`src/rtl/key_conditioner_pkg.sv`:
```
`default_nettype none
// ============================================================================
// key_cond_pkg : shared sizing helper and SLC-3 channel indices
// Revision     : 1.0
// ============================================================================
package key_cond_pkg;

    localparam int KEY_RUN      = 0;
    localparam int KEY_CONTINUE = 1;

    function automatic int cnt_width(input int n);
        return $clog2(n + 1);
    endfunction

endpackage : key_cond_pkg
`default_nettype wire

```
`src/rtl/key_conditioner_channel.sv`:
```
`default_nettype none
// ============================================================================
// key_channel : one push-button channel (sync, debounce, strobes, auto-repeat)
// Revision    : 1.0
// ============================================================================
module key_channel
    import key_cond_pkg::*;
#(
    parameter int DB_CYCLES    = 16,
    parameter bit ACTIVE_LOW   = 1'b1,
    parameter int REPEAT_DELAY = 0,
    parameter int REPEAT_RATE  = 8
) (
    input  logic Clk,
    input  logic Reset,
    input  logic i_raw,
    output logic o_level,
    output logic o_press,
    output logic o_release,
    output logic o_repeat
);

    localparam int              CNT_W    = cnt_width(DB_CYCLES);
    localparam logic [CNT_W-1:0] CNT_LAST = CNT_W'(DB_CYCLES - 1);

    logic             r_s1;
    logic             r_s2;
    logic             r_level;
    logic             r_press;
    logic             r_release;
    logic [CNT_W-1:0] r_cnt;
    logic             w_p;
    logic             w_differ;
    logic             w_accept;

    assign w_p      = r_s2 ^ ACTIVE_LOW;
    assign w_differ = (w_p != r_level);
    assign w_accept = w_differ && (r_cnt == CNT_LAST);

    // Synchroniser resets to the released pin value so reset exit looks idle.
    always_ff @(posedge Clk or negedge Reset) begin
        if (!Reset) begin
            r_s1      <= ACTIVE_LOW;
            r_s2      <= ACTIVE_LOW;
            r_level   <= 1'b0;
            r_cnt     <= '0;
            r_press   <= 1'b0;
            r_release <= 1'b0;
        end else begin
            r_s1      <= i_raw;
            r_s2      <= r_s1;
            r_press   <= w_accept && w_p;
            r_release <= w_accept && !w_p;
            if (!w_differ) begin
                r_cnt <= '0;
            end else if (w_accept) begin
                r_level <= w_p;
                r_cnt   <= '0;
            end else begin
                r_cnt <= r_cnt + 1'b1;
            end
        end
    end

    assign o_level   = r_level;
    assign o_press   = r_press;
    assign o_release = r_release;

    generate
        if (REPEAT_DELAY > 0) begin : g_repeat
            localparam int RC_MAX = (REPEAT_DELAY > REPEAT_RATE) ? REPEAT_DELAY : REPEAT_RATE;
            localparam int RC_W   = cnt_width(RC_MAX);
            localparam logic [RC_W-1:0] RC_FIRST_LAST = RC_W'(REPEAT_DELAY - 1);
            localparam logic [RC_W-1:0] RC_RATE_LAST  = RC_W'(REPEAT_RATE - 1);

            logic [RC_W-1:0] r_rc;
            logic            r_first;
            logic            r_repeat;
            logic            w_hit;

            assign w_hit = (r_rc == (r_first ? RC_FIRST_LAST : RC_RATE_LAST));

            // Any level acceptance restarts the schedule, so a release can never repeat.
            always_ff @(posedge Clk or negedge Reset) begin
                if (!Reset) begin
                    r_rc     <= '0;
                    r_first  <= 1'b0;
                    r_repeat <= 1'b0;
                end else if (w_accept) begin
                    r_rc     <= '0;
                    r_first  <= 1'b1;
                    r_repeat <= 1'b0;
                end else if (r_level) begin
                    if (w_hit) begin
                        r_rc     <= '0;
                        r_first  <= 1'b0;
                        r_repeat <= 1'b1;
                    end else begin
                        r_rc     <= r_rc + 1'b1;
                        r_repeat <= 1'b0;
                    end
                end else begin
                    r_rc     <= '0;
                    r_repeat <= 1'b0;
                end
            end

            assign o_repeat = r_repeat;
        end else begin : g_no_repeat
            assign o_repeat = 1'b0;
        end
    endgenerate

endmodule : key_channel
`default_nettype wire

```
`src/rtl/key_conditioner.sv`:
```
`default_nettype none
// ============================================================================
// key_conditioner : N independent debounced key channels with strobes
// Revision        : 1.0
// ============================================================================
module key_conditioner
    import key_cond_pkg::*;
#(
    parameter int N_KEYS       = 2,
    parameter int DB_CYCLES    = 16,
    parameter bit ACTIVE_LOW   = 1'b1,
    parameter int REPEAT_DELAY = 0,
    parameter int REPEAT_RATE  = 8
) (
    input  logic              Clk,
    input  logic              Reset,
    input  logic [N_KEYS-1:0] Key_raw,
    output logic [N_KEYS-1:0] Key_level,
    output logic [N_KEYS-1:0] Key_press,
    output logic [N_KEYS-1:0] Key_release,
    output logic [N_KEYS-1:0] Key_repeat
);

    generate
        for (genvar g = 0; g < N_KEYS; g++) begin : g_keys
            key_channel #(
                .DB_CYCLES    (DB_CYCLES),
                .ACTIVE_LOW   (ACTIVE_LOW),
                .REPEAT_DELAY (REPEAT_DELAY),
                .REPEAT_RATE  (REPEAT_RATE)
            ) u_channel (
                .Clk       (Clk),
                .Reset     (Reset),
                .i_raw     (Key_raw[g]),
                .o_level   (Key_level[g]),
                .o_press   (Key_press[g]),
                .o_release (Key_release[g]),
                .o_repeat  (Key_repeat[g])
            );
        end
    endgenerate

endmodule : key_conditioner
`default_nettype wire
```
`config.mk`:
```
export PLATFORM = sky130hd
export DESIGN_NAME = key_conditioner
export DESIGN_NICKNAME = d
export VERILOG_FILES = /design/src/rtl/key_conditioner_pkg.sv /design/src/rtl/key_conditioner_channel.sv /design/src/rtl/key_conditioner.sv
export SDC_FILE = /design/constraint.sdc
export NUM_CORES = 1
export LEC_CHECK = 0
export ABC_CLOCK_PERIOD_IN_PS = 1400
export CAP_MARGIN = 25
export CORE_MARGIN = 1
export CORE_UTILIZATION = 50
export DETAILED_ROUTE_END_ITERATION = 7
export GPL_ROUTABILITY_DRIVEN = 0
export PLACE_DENSITY = 0.81
export SYNTH_ARGS = -nofsm -noshare
export SYNTH_HDL_FRONTEND = slang
export SYNTH_SLANG_ARGS = --single-unit
```
`constraint.sdc`:
```
create_clock -name Clk -period 1.4 [get_ports Clk]
set_input_delay 0.42 -clock Clk [delete_from_list [all_inputs] [get_ports Clk]]
set_output_delay 0.42 -clock Clk [all_outputs]
set_load 0.05 [all_outputs]
```
# --- Word level (Yosys, flattened, before mapping) ---
# Index checks and enable logic that the tools add are counted.
totals:
  regBits: 20
  latch_bits: 0
  ramBits: 0
  mem_bits_ro: 0
  input_bits: 4
  output_inout_bits: 8
  memories: 0
classes:
  n_addsub: 2
  multipliers: 0
  div: 0
  n_lt_le_gt_ge: 0
  eq_ne: 4
  n_shift: 0
  muxes: 4
  bitwise: 2
  n_reduce_logical: 8
op_table:
  columns: ["cell", "count"]
  rows:
  - ["$mux 5", 4]
  - ["$add 5x1->5 const B", 2]
  - ["$eq 5x4->1 const B", 2]
  - ["$logic_and 1x1->1", 6]
  - ["$reduce_and 2->1", 2]
  - ["$ne 1x1->1", 2]
  - ["$not 1->1", 2]

# --- Logic depth before layout (Yosys ltp) ---
depth:
  depth_word: 5
  depth_mapped: 4
  depth_no_buf: 4

# --- Cells and area by module ---
# Synthesis repeated with hierarchy kept, for this count alone.
unflattened:
  cells_unflattened: 60
  hier_area_um2: 773.2
modules_own_cells:
  columns: ["module", "instances", "cells_each", "area_each_um2", "seq_area_each_um2"]
  rows:
  - ["key_channel", 2, 30, 386.6, 252.7]

# --- Least setup slack after synthesis ---
# OpenSTA, ideal clock, no wires.
synth_path:
  path_type: "register to output"
  startpoint: "register g_keys[0].u_channel.r_level"
  endpoint: "output port Key_level[0]"
  arrival_time_ns: 0.625
  t_required_ns: 0.980
  setup_slack_ns: 0.355
  stages_incl_launch_ff: 2
  path_buffers: 1
  cell_sequence: "dfrtp_1 -> buf_4"
synth_rtl:
  columns: ["item", "line", "rtl"]
  rows:
  - ["start: declaration", "key_conditioner_channel.sv:28", "logic r_level;"]
  - ["start signal: assignment", "key_conditioner_channel.sv:57", "r_level <= w_p;"]
  - ["end: declaration", "key_conditioner.sv:18", "output logic [N_KEYS-1:0] Key_level,"]
# No word-level cell between the ends.

# --- Worst setup path in the final report ---
layout_path:
  startpoint: "register g_keys[0].u_channel.r_level"
  endpoint: "output port Key_level[0]"
# No word-level cell between the ends.

==> run_results.csv <==
group,metric,value,unit
global_routing,grt-ovfl-total,0,
setup_path,regToRegEndpoint,"g_keys[1].u_channel.r_cnt[1]",
synthesis,synth.distinct_cells,17,
synthesis,synth-seq-cells,20,
setup_path,worst-path-stages,1,
route,wirelength,1160,µm
clocking,cts_buffers,3,
synthesis,synth_edf_count,0,
clocking,cts_tree,"done",
layout,antenna_cells,0,
setup_path,rr_worst_depth,3,
clocking,htreeDepth,1,
route,avgRoutedWirePerCell,13.3,µm
synthesis,synth_commonest_cells,"16 x dfrtp_1, 8 x buf_4, 8 x nand2_1",
synthesis,synth_area_leaders,"dfrtp_1 50%, dfstp_2 13%, buf_4 7.5%",
setup_path,crit_slowest_cell,"dfrtp_2",
clocking,clock-sinks,20,
setup_path,r2r-start,"g_keys[1].u_channel.r_cnt[0]",
placed_design,dp_hpwl,900,µm
sta,rsz0062_at_grt,"no",
floorplan,chipWidth,42.1,µm
power_and_ir_drop,powerDensity,970,mW/mm²
sta,slew_viol_final,0,
sta,finClkSkew,2.21,ps
run,maxCapViolCount,0,
global_routing,grt_pass1_wl,1970,µm
setup_path,critPathArrivalTime,930,ps
synthesis,synth_top_area_share,49.7,%
setup_path,worstSetupEndpointType,"output port",
synthesis,netlist_instances,65,
sta,min_period,1350,ps
sta,hold_ws,361,ps
layout,multi_input_area,244,µm²
layout,final_util,64.0,%
clocking,clkTransAtPathRegs,90,ps
sta,setup_tns,0,ps
layout,seq_area,508,µm²
synthesis,ys_seq_area_share,62.7,%
global_routing,grt_max_degree,21,
floorplan,die_y,42.1,µm
outcome,status,"finished clean",
setup_path,required,980,ps
setup_path,cp.buffers_inverters,1,
floorplan,die-area,0.00178,mm²
sta,hold_viol,0,
synthesis,synth_most_common_cell,"dfrtp_1",
sta,final-setup-viol-count,0,
sta,fmax,740,MHz
placed_design,portBuffers,9,
floorplan,core_area,0.00151,mm²
global_routing,grt_pass1_vias,470,
synthesis,netlist_area,806,µm²
setup_path,r2r_slack,250,ps
power_and_ir_drop,power_leakage,0.469,nW
clocking,clk_latency,280,ps
floorplan,num_rows,14,
route,ant_nets,0,
floorplan,pin_count,12,
floorplan,initial_utilization,53.5,%
global_routing,antenna_found_initial,0,
synthesis,synth_top_area_cell,"dfrtp_1",
setup_path,path_delay_family,"flip-flops",
clocking,cts_root_buf,"clkbuf_4",
setup_path,path_class,"flop to output port",
setup_path,timing.critical_path.from,"g_keys[0].u_channel.o_level",
route,drc,0,
layout,fillers,113,
setup_path,cp_max_fo,5,
setup_path,critical_path.cell_chain,"buf_12",
synthesis,syn_avg_cell_area,12.4,µm²
layout,drive_gt1_share,26.8,%
route,drt_pre_antenna_iters,2,
sta,period_share,96.5,%
route,vias,445,
route,via_per_inst,5.11,
setup_path,worstSetupEndpoint,"Key_level[0]",
setup_path,slowest_delay,480,ps
clocking,clockBufferDepth,2,
global_routing,gr-usage-all-layers,15.2,%
synthesis,synth_flop_cell,"dfrtp_1",
power_and_ir_drop,vdd_drop_max,0.632,mV
synthesis,async_reset_ff_share,100,%
route,drtIter0Drc,8,
layout,area_growth,19.7,%
synthesis,yosysWarnings,0,
min_path,hold_path_class,"flop to flop",
layout,num-nets-final,79,
setup_path,crit_path_start_kind,"flop",
final cells by class:
cell class | count | area share (%)
clock buffers | 3 | 2.33
multi-input cells | 38 | 25.3
flip-flops and latches | 20 | 52.7
well taps | 16 | 2.08
repair buffers | 10 | 17.6
worst min path at each step:
stage                                  start                     endpoint  slack, ps  cells after the start
finish              g_keys[0].u_channel.r_s1     g_keys[0].u_channel.r_s2        360                      0
global route        g_keys[0].u_channel.r_s1     g_keys[0].u_channel.r_s2        360                      0
CTS                 g_keys[0].u_channel.r_s1     g_keys[0].u_channel.r_s2        360                      0
detailed placement  g_keys[0].u_channel.r_s1     g_keys[0].u_channel.r_s2        350                      0
global placement    g_keys[1].u_channel.r_s1     g_keys[1].u_channel.r_s2        350                      0
floorplan                              Reset  g_keys[0].u_channel.o_level        120                      0
cells in the final DEF (no fill, tap or decap), types with 3 or more instances in the layout:
cell type	count
and2_1	3
clkbuf_4	3
dfrtp_1	14
dfstp_2	4
nand2_1	8
clkdlybuf4s50_1	3
buf_12	7
xor2_1	4
nor2_1	6
where the power goes:
part	switching, mW	internal, mW
combinational	0.0392	0.0299
clock	0.147	0.0999
sequential	0.0175	0.602
sequential cells by signal, indices dropped and copies added, names as in the netlist:
register / flops
g_keys.u_channel.o_level: 2
g_keys.u_channel.o_press: 2
g_keys.u_channel.o_release: 2
g_keys.u_channel.r_cnt: 10
g_keys.u_channel.r_s1: 2
g_keys.u_channel.r_s2: 2
logic make-up after synthesis:
| family | after synthesis | share of synthesized area, % |
|---|---|---|
| AOI/OAI and AO/OA | 4 | 2.79 |
| adders and majority gates | 2 | 3.11 |
| other | 1 | 0.465 |
| and+or+nand+nor | 24 | 15.1 |
| buffers and inverters | 8 | 7.45 |
| DFF | 20 | 62.7 |
| xor gates and xnor gates | 6 | 8.38 |
per-stage QoR:
stage	cells	area (µm²)	worst slack [ps]	power, mW
after floorplan	66	810	355	0.669
after global placement	84	940	311	0.696
after detailed placement	84	940	276	0.700
after CTS	87	965	36.4	0.948
after global routing	87	965	19.8	0.980
final	87	965	49.4	0.936
routing by layer:
metal | routed length (µm) | GRT usage, %
met4 | 6 | 7.50
met1 | 527 | 18.6
met3 | 29 | 2.59
met2 | 596 | 25.9
met5 | 0 | 0
timing repair:
item | CTS | global route
resized for setup | 2 | 0
hold buffers | 0 | 0
buffers inserted | 0 | 0
setup endpoints to repair | 2 | 0
Power figures use the tool's default switching activity.
